File: src/rtl/countdown_timer_pkg.sv
// countdown_timer_pkg: shared FSM state encoding for the countdown timer.
package countdown_timer_pkg;
    typedef enum logic [1:0] {IDLE, RUN, EXPIRED} state_t;
endpackage

File: src/rtl/countdown_timer.sv
// countdown_timer: loadable down-counter with one-shot/periodic expiry, done pulse and status flags.
module countdown_timer
    import countdown_timer_pkg::*;
#(
    parameter int MAX = 15,
    localparam int WIDTH = $clog2(MAX + 1)
) (
    input  logic             clk,
    input  logic             reset,
    input  logic             load,
    input  logic [WIDTH-1:0] load_value,
    input  logic             start,
    input  logic             stop,
    input  logic             enable,
    input  logic             reload_mode,
    output logic [WIDTH-1:0] count,
    output logic             busy,
    output logic             done,
    output logic             expired
);
    localparam logic [WIDTH-1:0] MAX_W = WIDTH'(MAX);

    state_t           state_q, state_d;
    logic [WIDTH-1:0] count_q, count_d, reload_q, reload_d, load_sat;
    logic             done_q, done_d;

    assign load_sat = (int'(load_value) > MAX) ? MAX_W : load_value;

    always_comb begin
        state_d  = state_q;
        count_d  = count_q;
        reload_d = reload_q;
        done_d   = 1'b0;
        if (load) begin
            reload_d = load_sat;
            count_d  = load_sat;
            state_d  = IDLE;
        end else if (stop && state_q == RUN) begin
            state_d = IDLE;
        end else if (start) begin
            case (state_q)
                IDLE:    state_d = (count_q != '0) ? RUN : IDLE;
                EXPIRED: begin
                    state_d = (reload_q != '0) ? RUN : EXPIRED;
                    count_d = (reload_q != '0) ? reload_q : count_q;
                end
                default: count_d = reload_q;
            endcase
        end else if (state_q == RUN && enable) begin
            // Expiry on the 1 -> 0 tick; periodic mode skips 0 and reloads directly.
            if (count_q > 1) begin
                count_d = count_q - 1'b1;
            end else begin
                done_d  = 1'b1;
                count_d = reload_mode ? reload_q : '0;
                state_d = reload_mode ? RUN : EXPIRED;
            end
        end
    end

    always_ff @(posedge clk or posedge reset) begin
        if (reset) begin
            state_q  <= IDLE;
            count_q  <= '0;
            reload_q <= '0;
            done_q   <= 1'b0;
        end else begin
            state_q  <= state_d;
            count_q  <= count_d;
            reload_q <= reload_d;
            done_q   <= done_d;
        end
    end

    assign count   = count_q;
    assign busy    = (state_q == RUN);
    assign expired = (state_q == EXPIRED);
    assign done    = done_q;
endmodule

File: config.mk
export PLATFORM = sky130hd
export DESIGN_NAME = countdown_timer
export DESIGN_NICKNAME = d
export VERILOG_FILES = /design/src/rtl/countdown_timer_pkg.sv /design/src/rtl/countdown_timer.sv
export SDC_FILE = /design/constraint.sdc
export NUM_CORES = 1
export LEC_CHECK = 0
export BUFFER_PORTS_ARGS = -buffer_cell sky130_fd_sc_hd__buf_4
export CAP_MARGIN = 20
export CORE_AREA = 4 4 45 47
export CTS_CLUSTER_SIZE = 24
export DETAILED_ROUTE_END_ITERATION = 8
export DIE_AREA = 0 0 49 51
export GPL_ROUTABILITY_DRIVEN = 0
export GPL_TIMING_DRIVEN = 0
export HOLD_SLACK_MARGIN = 0.03
export PLACE_DENSITY = 0.73
export SLEW_MARGIN = 25
export SYNTH_ARGS = -nofsm -noshare
export SYNTH_HDL_FRONTEND = slang
export SYNTH_SLANG_ARGS = --single-unit
File: constraint.sdc
create_clock -name clk -period 2.1 [get_ports clk]
set_input_delay 0.21 -clock clk [delete_from_list [all_inputs] [get_ports clk]]
set_output_delay 0.21 -clock clk [all_outputs]
set_load 0.02 [all_outputs]
Word level (Yosys, flattened, before mapping)
Index checks and enable logic that the tools add are counted.

operators by class
  add/subtract/negate cells = 1
  shift-type cells = 0
  div/mod/pow operators = 0
  order comparisons = 1
  reductions and logical operators = 9
  eq/ne operators = 7
  $mul = 0
  multiplexer cells = 22
  bitwise operators = 0

operators with widths
  cell                                                    number
  2-to-1 mux 4 bit                                        7
  2-to-1 mux 2 bit                                        7
  nonzero test 4 bit                                      3
  one-hot mux 4 bit (2 select lines)                      1
  2-to-1 mux 1 bit                                        6
  inequality test 5 x 2 -> 1 bit (second input constant)  1
  > comparator 4 x 1 -> 1 bit (second input constant)     1
  inequality test 4 x 3 -> 1 bit (second input constant)  1
  inequality test 4 bit (second input constant)           1
  one-hot mux 2 bit (2 select lines)                      1
  AND reduction 4 bit                                     1
  subtractor 4 x 1 -> 4 bit (second input constant)       1
  inequality test 3 bit (second input constant)           1
  AND reduction 3 bit                                     1
  nonzero test 3 bit                                      1
  equality test 2 x 1 -> 1 bit (second input constant)    1
  equality test 2 bit (second input constant)             1
  logical AND 1 bit                                       2
  logical NOT 2 bit                                       1
  inequality test 2 bit (second input constant)           1

word-level totals
  RAM bits = 0
  flip-flop bits (word level) = 11
  memories = 0
  bits in read-only memories = 0
  bits in latches = 0

Logic depth before layout (Yosys ltp)
  word-level depth = 6
  gate-level depth with buffers = 7
  gate-level depth less buffers = 6

Least setup slack after synthesis
OpenSTA, ideal clock, no wires.

  path kind = register to register
  start = register count_q[0], in the netlist count[0]
  end = register count_q[1], in the netlist count[1]
  required time = 2.021 ns
  setup time = 0.079 ns
  setup slack = 0.227 ns
  stages on the path, launching flop included = 8
  period minus slack after synthesis = 1.873 ns
  data arrival time = 1.793 ns
  cell sequence = dfrtp_1 > inv_1 > ha_1 > or2_0 > clkbuf_1 > a211o_1 > a32o_1 > mux2i_1

on the way
  word-level cells in the longest chain between the ends = 6
  elaborated cells between the ends (all ways) = 7
  those cells by class = add/sub (1); order compare (1); mux (5)

RTL lines
  element                                                                   line                                          text
  start: declaration                                                        countdown_timer.sv:24                         logic [WIDTH-1:0] count_q, count_d, reload_q, reload_d, load_sat;
  start signal: assignment                                                  countdown_timer.sv:69                         count_q <= count_d;
  subtractor 4 x 1 -> 4 bit or > comparator 4 x 1 -> 1 bit (tied branches)  countdown_timer.sv:52, countdown_timer.sv:51
  2-to-1 mux 4 bit (*)                                                      countdown_timer.sv:51                         if (count_q > 1) begin
  2-to-1 mux 4 bit (*)                                                      countdown_timer.sv:49                         end else if (state_q == RUN && enable) begin
  2-to-1 mux 4 bit (*)                                                      countdown_timer.sv:40                         end else if (start) begin
  2-to-1 mux 4 bit (*)                                                      countdown_timer.sv:38                         end else if (stop && state_q == RUN) begin
  2-to-1 mux 4 bit (*)                                                      countdown_timer.sv:34                         if (load) begin

Every way passes the cells marked *; elsewhere a longest branch is shown, timed or not. The select of a mux whose other input is x is not followed.
A chain may end at the register's enable or synchronous reset.

Worst setup path in the final report
Ends and elaborated chain as after synthesis.

==> out/qor.tcl <==
set qor(timing.critical_path.depth) 7
set qor(kind_of_cell_adding_the_most_delay_to_the_critical_path) {compound AO/OA/AOI/OAI gates}
set qor(routedWlPerCell_um) 14.74
set qor(post_cts_resize_count) 0
set qor(number_of_warnings_printed_during_yosys_synthesis) 0
set qor(hp-class) {input pin to flip-flop}
set qor(maxSlewHeadroom) 0.6594
set qor(vias) 746
set qor(crit_path_max_fanout) 7
set qor(flip_flop_and_latch_count_after_synthesis) 11
set qor(synth-main-ff-cell) {sky130_fd_sc_hd__dfrtp_1}
set qor(power.density_cell_area_nw_per_um2) 721.7
set qor(finalMaxSlewViolations) 0
set qor(tritoncts) {built}
set qor(grt_first_pass_wirelength_um) 3194
set qor(netlist-cell-type-count) 38
set qor(diodes) 0
set qor(setup_total_negative_slack_ns) 0
set qor(timing.hold.ws_ns) 0.1318
set qor(place.detailed.hpwl_um) 1360
set qor(synthesis.nets) 100
set qor(synthDominantAreaCellType) {sky130_fd_sc_hd__dfrtp_1}
set qor(synth_edf_count) 0
set qor(vias_per_instance) 5.968
set qor(clock_skew_ns) 0.007810
set qor(grt_pass1_vias) 687
set qor(synthesis.area_per_instance_um2) 9.239
set qor(layout_min_cycle_time_ns) 1.905
set qor(initial_antenna_violation_count) 0
set qor(port-buffer-count) 17
set qor(nets) 123
set qor(final_hold_viol_count) 0
set qor(timing.hold.worst_path_depth) 2
set qor(clock.fmax_mhz) 525.1
set qor(height_of_the_chip_um) 51
set qor(static-leakage-power_nw) 0.4503
set qor(crit_chain) {inv_1 > ha_1 > or2_0 > clkbuf_1 > a211o_1 > a32o_1 > mux2i_1}
set qor(p_sw_mw) 0.2724
set qor(setup_viol_count_final) 0
set qor(post-place-cells) 120
set qor(fp.dieW_um) 49
set qor(cts_inserted_buffers) 3
set qor(postSynth.asyncResetShare) 1.000
set qor(worstSetupPathType) {flip-flop to flip-flop}
set qor(syn-instance-count) 86
set qor(overflow) 0
set qor(portion_of_total_power_attributed_to_sequential_cells) 0.391
set qor(largest_net_degree_at_the_start_of_global_routing) 12
set qor(synthTopCellsByArea) {sky130_fd_sc_hd__dfrtp_1, sky130_fd_sc_hd__inv_1, sky130_fd_sc_hd__ha_1}
set qor(layout.cells.non_filler) 125
set qor(post_route_cells_drive_above_1_share) 0.2685
set qor(critical_path.n_buffers_inverters) 2
set qor(power.share.switching) 0.3852
set qor(cts_htree_levels) 1
set qor(clkTransAtPathRegs_ns) 0.08
set qor(synthesis.area_um2) 794.5
set qor(max_cap_viol_count) 0
set qor(ant_nets) 0
set qor(end_kind) {flip-flop}
set qor(floorplan.io_pins) 18
set qor(netlist.area_leader.share) 0.3465
set qor(comb_power_share) 0.389
set qor(cpMaxStageDelayCell) {sky130_fd_sc_hd__dfrtp_1}
set qor(run_status) {completed}
set qor(arrival_time_at_the_worst_endpoint_ns) 2.10
set qor(post-cts-setup-buffer-count) 0
set qor(floorplan.core_area_um2) 1652
set qor(wirelength_um) 1842
set qor(clkPwrFrac) 0.220
set qor(syn2layout_area_growth_pct) 23.31
set qor(total_clock_sinks) 11
set qor(internal_pwr_total_mw) 0.4347
set qor(p_total_mw) 0.7070
set qor(floorplan.die_area_um2) 2499
set qor(worst-slew-pin-transition_ns) 0.5090
set qor(cts-root-to-sink-buffers) 2
set qor(worstSetupStartpointType) {flip-flop}
set qor(post-route-drc-count) 0
set qor(hold_buffers) 1
set qor(grt.total_usage) 0.1671
set qor(cts_root_buffer) {sky130_fd_sc_hd__clkbuf_4}
set qor(ir_drop_mv) 0.4065
set qor(rows) 15
set qor(grt_setup_unrepaired) {false}
set qor(worstSkewPairLatency_ns) 0.28
set qor(first_pass_iters) 4
set qor(dr_iter_0_viols) 11
set qor(dpl-instance-area_um2) 943.4
set qor(finalInstanceArea_um2) 979.7
set qor(floorplan.initialDensity) 0.4811
set qor(slowest_delay_ns) 0.42
set qor(worst_r2r_path_depth) 7
set qor(critical_path_required_time_ns) 2.30
set qor(finalCritPeriodShare) 0.9069
set qor(seq_area_frac_synth) 0.3465
-- per-stage QoR --
step / setup slack, ns / utilization
after floorplan: 0.2271 / -
after global placement: 0.2350 / 0.5712
after detailed placement: 0.2210 / 0.5712
after CTS: 0.1972 / 0.5932
after global routing: 0.06725 / 0.5932
final: 0.1955 / 0.5932
-- state kept, by name, indices dropped and copies added, names as in the netlist --
signal    count
count         4
done          1
reload_q      4
state_q       2
-- layout by cell type, fill, tap and decap left out, types with 2 or more instances in the layout --
cell and n:
sky130_fd_sc_hd__mux2i_1 2, sky130_fd_sc_hd__nor3_1 2, sky130_fd_sc_hd__mux2_2 2, sky130_fd_sc_hd__nand3_1 3, sky130_fd_sc_hd__ha_1 3, sky130_fd_sc_hd__nor4_1 2
sky130_fd_sc_hd__buf_4 17, sky130_fd_sc_hd__a21oi_1 7, sky130_fd_sc_hd__a32o_1 2, sky130_fd_sc_hd__nand4_1 3, sky130_fd_sc_hd__clkbuf_4 3, sky130_fd_sc_hd__dfrtp_1 11
sky130_fd_sc_hd__nand2_1 4, sky130_fd_sc_hd__o21ai_0 3, sky130_fd_sc_hd__nor2_1 3, sky130_fd_sc_hd__a211o_1 2, sky130_fd_sc_hd__inv_1 12, sky130_fd_sc_hd__clkbuf_1 4
-- cell type report --
type | instances | area [µm²]
Buffer | 4 | 16.27
Timing Repair Buffer | 18 | 137.6
Fill cell | 151 | 671.9
Tap cell | 17 | 21.27
Sequential cell | 11 | 275.3
Inverter | 12 | 45.04
Multi-Input combinational cell | 59 | 457.9
Clock buffer | 4 | 26.28
-- cells by family after synthesis --
logic type	after synthesis	share of synthesized area
AOI/OAI and AO/OA	28	0.2929
adders and majority gates	3	0.04725
muxes	5	0.07243
buffers and inverters	16	0.07715
DFF	11	0.3465
and+or+nand+nor	23	0.1638
-- layer usage --
metal | global-route usage | routed length [µm] | vias up
li1 | - | - | 367
met1 | 0.2148 | 836 | 356
met4 | 0.08969 | 34 | 0
met5 | 0 | 0 | -
met2 | 0.2587 | 877 | 19
met3 | 0.03790 | 93 | 4
-- final timing paths --
path | start | slack (ns) | to
worst min register to register | reload_q[0]$_DFFE_PP0P_ | 0.58 | reload_q[0]$_DFFE_PP0P_
min in group asynchronous | reset | 0.49 | reload_q[0]$_DFFE_PP0P_
worst max register to register | count[0]$_DFFE_PP0P_ | 0.20 | count[1]$_DFFE_PP0P_
max in group asynchronous | reset | 1.30 | reload_q[2]$_DFFE_PP0P_
worst min-delay path | stop | 0.13 | done$_DFF_PP0_
worst max-delay path | count[0]$_DFFE_PP0P_ | 0.20 | count[1]$_DFFE_PP0P_
-- synth_stat cells, types with 2 or more instances --
library cell and count:
sky130_fd_sc_hd__a211o_1 2, sky130_fd_sc_hd__a21oi_1 7, sky130_fd_sc_hd__a32o_1 2, sky130_fd_sc_hd__clkbuf_1 3, sky130_fd_sc_hd__dfrtp_1 11, sky130_fd_sc_hd__ha_1 3, sky130_fd_sc_hd__inv_1 12, sky130_fd_sc_hd__mux2_2 2
sky130_fd_sc_hd__mux2i_1 2, sky130_fd_sc_hd__nand2_1 4, sky130_fd_sc_hd__nand3_1 3, sky130_fd_sc_hd__nand4_1 3, sky130_fd_sc_hd__nor2_1 3, sky130_fd_sc_hd__nor3_1 2, sky130_fd_sc_hd__nor4_1 2, sky130_fd_sc_hd__o21ai_0 3
-- power by group through the flow --
stage	Clock [mW]	Sequential (mW)	Combinational (mW)
5_1_grt	0.175	0.284	0.303
4_1_cts	0.158	0.277	0.275
3_5_place_dp	0	0.281	0.272
3_3_place_gp	0	0.280	0.269
6_report	0.156	0.277	0.275
2_1_floorplan	0	0.295	0.166
No activity file was read; power rests on OpenSTA's default activity.
